### config.mk
export PLATFORM = sky130hd
export DESIGN_NAME = mem_port_arbiter
export DESIGN_NICKNAME = d
export VERILOG_FILES = /design/src/rtl/mem_port_arbiter.sv
export SDC_FILE = /design/constraint.sdc
export NUM_CORES = 1
export LEC_CHECK = 0
export ABC_CLOCK_PERIOD_IN_PS = 2950
export CORE_AREA = 10 10 286 288
export CTS_CLUSTER_DIAMETER = 100
export DETAILED_ROUTE_END_ITERATION = 12
export DIE_AREA = 0 0 296 298
export PLACE_DENSITY = 0.49
export SLEW_MARGIN = 15
export SYNTH_ARGS = -nofsm -noshare
export SYNTH_HDL_FRONTEND = slang
export SYNTH_SLANG_ARGS = --single-unit
### constraint.sdc
create_clock -name clk -period 2.95 [get_ports clk]
set_clock_uncertainty 0.2 [all_clocks]
set_input_delay 0.885 -clock clk [delete_from_list [all_inputs] [get_ports clk]]
set_output_delay 0.885 -clock clk [all_outputs]
set_load 0.02 [all_outputs]
### src/rtl/mem_port_arbiter.sv
// Shares one main-memory port between the I-side fetch miss path and the D-side miss/write path.
// Optional watchdog compiled in with `define MEM_ARB_TIMEOUT_EN.
module mem_port_arbiter #(
    parameter int ADDR_W         = 32,
    parameter int LINE_W         = 128,
    parameter int MAX_D_WINS     = 3,
    parameter int TIMEOUT_CYCLES = 64
) (
    input  logic              clk,
    input  logic              reset,
    input  logic              ic_req,
    input  logic [ADDR_W-1:0] ic_addr,
    output logic              ic_ack,
    output logic [LINE_W-1:0] ic_rdata,
    output logic              ic_stall,
    input  logic              dc_req,
    input  logic              dc_we,
    input  logic [ADDR_W-1:0] dc_addr,
    input  logic [LINE_W-1:0] dc_wdata,
    output logic              dc_ack,
    output logic [LINE_W-1:0] dc_rdata,
    output logic              dc_stall,
    output logic              mem_req,
    output logic              mem_we,
    output logic [ADDR_W-1:0] mem_addr,
    output logic [LINE_W-1:0] mem_wdata,
    input  logic              mem_ack,
    input  logic [LINE_W-1:0] mem_rdata,
    output logic              busy,
    output logic              err,
    output logic [1:0]        o_dbg_state,
    output logic [3:0]        o_dbg_d_win_cnt
);

    // Handshake: ic_req/dc_req are held high until the matching one-cycle ack;
    // mem_req is a level held until the one-cycle mem_ack. No grant is made in RESP.
    typedef enum logic [1:0] {
        S_IDLE   = 2'd0,
        S_BUSY_I = 2'd1,
        S_BUSY_D = 2'd2,
        S_RESP   = 2'd3
    } state_t;

    localparam logic [3:0] L_MAX_D = 4'(MAX_D_WINS);

    generate
        if (MAX_D_WINS < 1 || MAX_D_WINS > 15 || TIMEOUT_CYCLES < 2 || TIMEOUT_CYCLES > 255) begin : g_bad_param
            $error("mem_port_arbiter: parameter out of range");
        end
    endgenerate

    state_t            r_state;
    state_t            w_state_nxt;
    logic              r_owner_d;
    logic [3:0]        r_d_win_cnt;
    logic [ADDR_W-1:0] r_mem_addr;
    logic              r_mem_we;
    logic [LINE_W-1:0] r_mem_wdata;
    logic [LINE_W-1:0] r_ic_rdata;
    logic [LINE_W-1:0] r_dc_rdata;

    logic              w_contested;
    logic              w_grant_d;
    logic              w_grant_i;
    logic              w_in_busy;
    logic              w_timeout;
    logic              w_done;
    logic [LINE_W-1:0] w_resp_data;

    assign w_contested = ic_req & dc_req;
    // D wins unless I is also waiting and D has already won MAX_D_WINS contested rounds.
    assign w_grant_d   = dc_req & (~ic_req | (r_d_win_cnt < L_MAX_D));
    assign w_grant_i   = ic_req & ~w_grant_d;
    assign w_in_busy   = (r_state == S_BUSY_I) || (r_state == S_BUSY_D);

`ifdef MEM_ARB_TIMEOUT_EN
    localparam logic [7:0] L_TO_LAST = 8'(TIMEOUT_CYCLES - 1);

    logic [7:0] r_wd_cnt;
    logic       r_err;

    // A mem_ack in the timeout cycle takes precedence, so it is excluded here.
    assign w_timeout = w_in_busy & ~mem_ack & (r_wd_cnt == L_TO_LAST);
    assign err       = r_err;

    always_ff @(posedge clk) begin
        if (reset) begin
            r_wd_cnt <= 8'd0;
            r_err    <= 1'b0;
        end else begin
            if (w_in_busy) begin
                r_wd_cnt <= r_wd_cnt + 8'd1;
            end else begin
                r_wd_cnt <= 8'd0;
            end
            if (w_timeout) begin
                r_err <= 1'b1;
            end
        end
    end
`else
    assign w_timeout = 1'b0;
    assign err       = 1'b0;
`endif

    assign w_done      = w_in_busy & (mem_ack | w_timeout);
    assign w_resp_data = mem_ack ? mem_rdata : '0;

    always_ff @(posedge clk) begin
        if (reset) begin
            r_state <= S_IDLE;
        end else begin
            r_state <= w_state_nxt;
        end
    end

    always_comb begin
        w_state_nxt = r_state;
        case (r_state)
            S_IDLE: begin
                if (w_grant_d) begin
                    w_state_nxt = S_BUSY_D;
                end else if (w_grant_i) begin
                    w_state_nxt = S_BUSY_I;
                end
            end
            S_BUSY_I, S_BUSY_D: begin
                if (w_done) begin
                    w_state_nxt = S_RESP;
                end
            end
            S_RESP: begin
                w_state_nxt = S_IDLE;
            end
            default: begin
                w_state_nxt = S_IDLE;
            end
        endcase
    end

    always_comb begin
        mem_req = 1'b0;
        busy    = 1'b0;
        ic_ack  = 1'b0;
        dc_ack  = 1'b0;
        case (r_state)
            S_BUSY_I, S_BUSY_D: begin
                mem_req = 1'b1;
                busy    = 1'b1;
            end
            S_RESP: begin
                busy   = 1'b1;
                ic_ack = ~r_owner_d;
                dc_ack = r_owner_d;
            end
            default: begin
                mem_req = 1'b0;
            end
        endcase
    end

    always_ff @(posedge clk) begin
        if (reset) begin
            r_owner_d   <= 1'b0;
            r_d_win_cnt <= 4'd0;
            r_mem_addr  <= '0;
            r_mem_we    <= 1'b0;
            r_mem_wdata <= '0;
            r_ic_rdata  <= '0;
            r_dc_rdata  <= '0;
        end else begin
            if ((r_state == S_IDLE) && (w_grant_d || w_grant_i)) begin
                r_owner_d   <= w_grant_d;
                r_mem_addr  <= w_grant_d ? dc_addr : ic_addr;
                r_mem_we    <= w_grant_d & dc_we;
                r_mem_wdata <= w_grant_d ? dc_wdata : '0;
                r_d_win_cnt <= (w_grant_d && w_contested) ? r_d_win_cnt + 4'd1 : 4'd0;
            end
            if (w_done) begin
                if (r_owner_d) begin
                    r_dc_rdata <= w_resp_data;
                end else begin
                    r_ic_rdata <= w_resp_data;
                end
            end
        end
    end

    assign mem_addr        = r_mem_addr;
    assign mem_we          = r_mem_we;
    assign mem_wdata       = r_mem_wdata;
    assign ic_rdata        = r_ic_rdata;
    assign dc_rdata        = r_dc_rdata;
    assign ic_stall        = ic_req & ~ic_ack;
    assign dc_stall        = dc_req & ~dc_ack;
    assign o_dbg_state     = r_state;
    assign o_dbg_d_win_cnt = r_d_win_cnt;

endmodule
Word level (Yosys, flattened, before mapping)
Index checks and enable logic that the tools add are counted.
- bitwise operators: 13
- add/sub/neg operators: 1
- reductions and logical operators: 10
- order comparisons: 1
- multiplexer cells: 12
- equal/unequal tests: 5
- operators with widths (cell ; count):
    $mux W128 ; 2
    $mux W32 ; 1
    $and A1 B1 Y1 ; 7
    $mux W2 ; 3
    $pmux W2 S3 ; 1
    $reduce_and A2 Y1 ; 3
    $not A1 Y1 ; 5
    $add A4 B1 Y4 const B ; 1
    $eq A2 B2 Y1 const B ; 2
    $lt A4 B2 Y1 const B ; 1
    $mux W1 ; 4
    $mux W4 ; 1
    $ne A3 B3 Y1 const B ; 1
    $reduce_or A3 Y1 ; 1
    $eq A2 B1 Y1 const B ; 1
    $logic_and A1 B1 Y1 ; 2
    $logic_not A2 Y1 ; 1
    $logic_or A1 B1 Y1 ; 2
    $ne A2 B2 Y1 const B ; 1
    $reduce_or A2 Y1 ; 1
    $or A1 B1 Y1 ; 1
- bits in registers: 424
- word-level logic and storage cells: 50
- input bits: 326
- output and inout bits: 430

Logic depth before layout (Yosys ltp)
- word-level depth: 8
- gate-level depth with buffers: 8
- depth with buffers taken out: 5

Least setup slack after synthesis
OpenSTA, ideal clock, no wires.
- kind: input -> output
- start point: input port dc_req
- end point: output port dc_stall
- stages: 4
- data required time: 1.865 ns
- data arrival time: 1.588 ns
- path buffers: 2
- setup slack: 0.277 ns
- cell sequence: buf_2 inv_1 clkbuf_1 nor2_1
- longest elaborated chain between the ends: 1
- ends and longest elaborated chain (item ; line ; text):
    start, declared ; 16 ; input logic dc_req,
    $and A1 B1 Y1 ; 195 ; assign dc_stall = dc_req & ~dc_ack;
    end, declared ; 22 ; output logic dc_stall,
No other way between the ends.

Worst setup path after layout
- start point: register r_state[0], in the netlist o_dbg_state[0]
- end point: output port ic_ack
- longest elaborated chain between the ends: 2
- ends and longest elaborated chain (item ; line ; text):
    start, declared ; 52 ; state_t r_state;
    start signal, assigned ; 113 ; r_state <= w_state_nxt;
    $eq A2 B2 Y1 ; 146 ; case (r_state)
    $mux W1 ; 146 ;
    end, declared ; 13 ; output logic ic_ack,
No other way between the ends.

==> results.ini <==
[status]
status=finished clean

[timing]
final_hold_viol_count=0
max_freq_mhz=348
rsz0062_at_grt=false
fin_ws_ns=0.0773
relSlewSlack=0.355
maxSlewViolCount=0
whs_ns=0.251
tightest_slew_ns=0.967
finalSetupViolCount=0
min_period_over_period=0.974
period_needed_ns=2.87

[final_layout]
syn_to_final_growth_pct=66.3
layout_common_cells=746 x clkdlybuf4s50_1, 533 x nand2_1, 424 x dfxtp_1, 277 x a21oi_1, 144 x nor2_1
utilization=0.349
final_common_cell=clkdlybuf4s50_1
drive_gt1_frac=0.0605
n_fill_cell=7753
fin_area_mm2=0.0264
nets=2950

[hold_path]
min_path_cells=2
hp-start=ic_rdata[83]$_SDFFE_PP0P_
holdPathEnd=ic_rdata[83]$_SDFFE_PP0P_
hp-class=reg2reg

[global_routing]
grt_pass1_vias=16900
grt_pass1_wl_um=112000
antenna_found_initial=12
grt_max_degree=169
overflow=0
grtUsageTotal=0.166

[setup_path]
cp_max_fo=4
worst_ep_arrival_time_ns=1.79
worst_setup_path_end_kind=primary output
r2r_start=o_dbg_d_win_cnt[0]$_SDFFE_PP0P_
r2r_cells=5
crit_required_ns=1.87
slowest_stage=dfxtp_1
crit_start=o_dbg_state[0]$_SDFFE_PP0P_
critPathLaunchType=flip-flop
slowest_delay_ns=0.39
crit_path_cell_trace=ha_1 > nor2b_2 > clkdlybuf4s15_1
critical_path_class=reg2out
r2r-end=mem_wdata[1]$_SDFFE_PP0P_
reg2reg_setup_slack_ns=0.62

[route]
vias_per_cell=4.53
drt-pass1-iter-count=5
drc=0
detail_route.wl_per_cell_um=21.3
wl_um=77600
ant_nets=0
dr.first_iter.drc_count=915
vias=16500

[clock_network]
numCtsBuffers=52
post_cts_buffers=0
cts.reportedPaths.clkPinSlew_ns=0.06
cts_sinks=424
cts_tree=built
cts_root_buf=clkbuf_16
cts_htree_levels=2
insertion_delay_ns=0.60
ctsLongestPathBuffers=3

[power_and_ir_drop]
peakVddDrop_uv=497
leakagePower_nw=9.12
power.density_mw_per_mm2=785
finalPower_mw=20.7

[die]
fp.dieW_um=296
start_util=0.210
ioPinCount=756
die_area_mm2=0.0882
rows=101
die_h_um=298
coreArea_mm2=0.0757

[placement]
dpl_cell_area_mm2=0.0248
port_buffers=754
gp_congestion=0.831
dp_hpwl_um=57600
dp_slack_ns=-0.255

[synth]
synth_compound_area_frac=0.181
ys.flop_type=dfxtp_1
synth_top_family_by_area=simple AND/OR/NAND/NOR gates
synth_mux_area_frac=0
yosys.area_share.simple=0.228
syn_nets=2260
syn_area_mm2=0.0159
seq_area_frac_synth=0.534
ys_ff_latch=424
synth_cell_type_count=33
syn_avg_cell_area_um2=8.23
ys_async_sr_fraction=0
netlist_instances=1931
synth_fa_ha_area_frac=0.00236
synth-xor-area-share=0
ys.warnings.count=0
synth-edff-count=0

[flow_run]
drv_cap=0

[state kept, by name, summed over array words and instances (netlist names)]
register and cells:
mem_wdata 128, ic_rdata 128, o_dbg_state 2, mem_addr 32, r_owner_d 1, o_dbg_d_win_cnt 4
mem_we 1, dc_rdata 128
[report_power, final]
group,total (mW),internal (mW),switching (mW)
Clock,6.24,3.68,2.56
Combinational,7.43,3.25,4.18
Sequential,7.07,6.58,0.493
Total,20.7,13.5,7.24
[through the flow]
step                      setup TNS (ns)  instances
after global placement            -0.359       3545
after CTS                              0       3637
after detailed placement          -0.255       3545
after global routing                   0       3646
final                                  0       3647
after floorplan                        0       1931
[worst max-delay path by stage]
stage                    end
floorplan           dc_stall
global placement    ic_stall
detailed placement  ic_stall
CTS                   ic_ack
global route          ic_ack
finish                ic_ack
[routing by layer]
metal | vias to the layer above | part of all wire | track usage
met3 | 153 | 0.11 | 0.0701
li1 | 7922 | - | -
met1 | 7724 | 0.37 | 0.175
met4 | 4 | 0.046 | 0.0813
met5 | - | 0.00035 | 0
met2 | 718 | 0.47 | 0.282
[logic make-up after synthesis]
group,count (synthesis)
simple gates,854
fa+ha+maj,3
flops,424
other cells,1
compound gates,462
buf+inv,187
[area by class of cell]
cell class | count | area (um^2) | share of cell area
clock buffer | 78 | 1540 | 0.0582
inverter | 4 | 15.0 | 0.000568
clock inverter | 14 | 136 | 0.00516
timing repair buffer | 819 | 8430 | 0.319
antenna | 10 | 25.0 | 0.000946
tap | 978 | 1220 | 0.0463
sequential | 424 | 8490 | 0.321
multi-input combinational | 1320 | 6590 | 0.249
[cells in the mapped netlist (13+ instances only)]
cell        n  area, um^2
dfxtp_1   424        8490
a32oi_1   111         972
nand3_1    35         175
nor2_1    144         541
a311oi_1   32         280
nand2_1   533        2000
nand4_1    19         119
a21oi_1   277        1390
o21ai_0    33         165
and2_1    112         701
buf_2      75         375
clkbuf_1   84         315
buf_4      13        97.6
[worst max-delay path: cells and delay by family (launching register included)]
kind	cells	cell delay [ns]
and+or+nand+nor	1	0.24
buffers and inverters	1	0.35
DFF	1	0.39
adders and majority gates	1	0.21
[repair_timing]
item / 4_1_cts / 5_1_grt
resized for setup: 16 / 6
cloned: 0 / 0
endpoints found under the setup margin: 6 / 4
endpoints found under the hold margin: 0 / 0
hold buffers: 0 / 0
No activity file was read; power rests on OpenSTA's default activity.
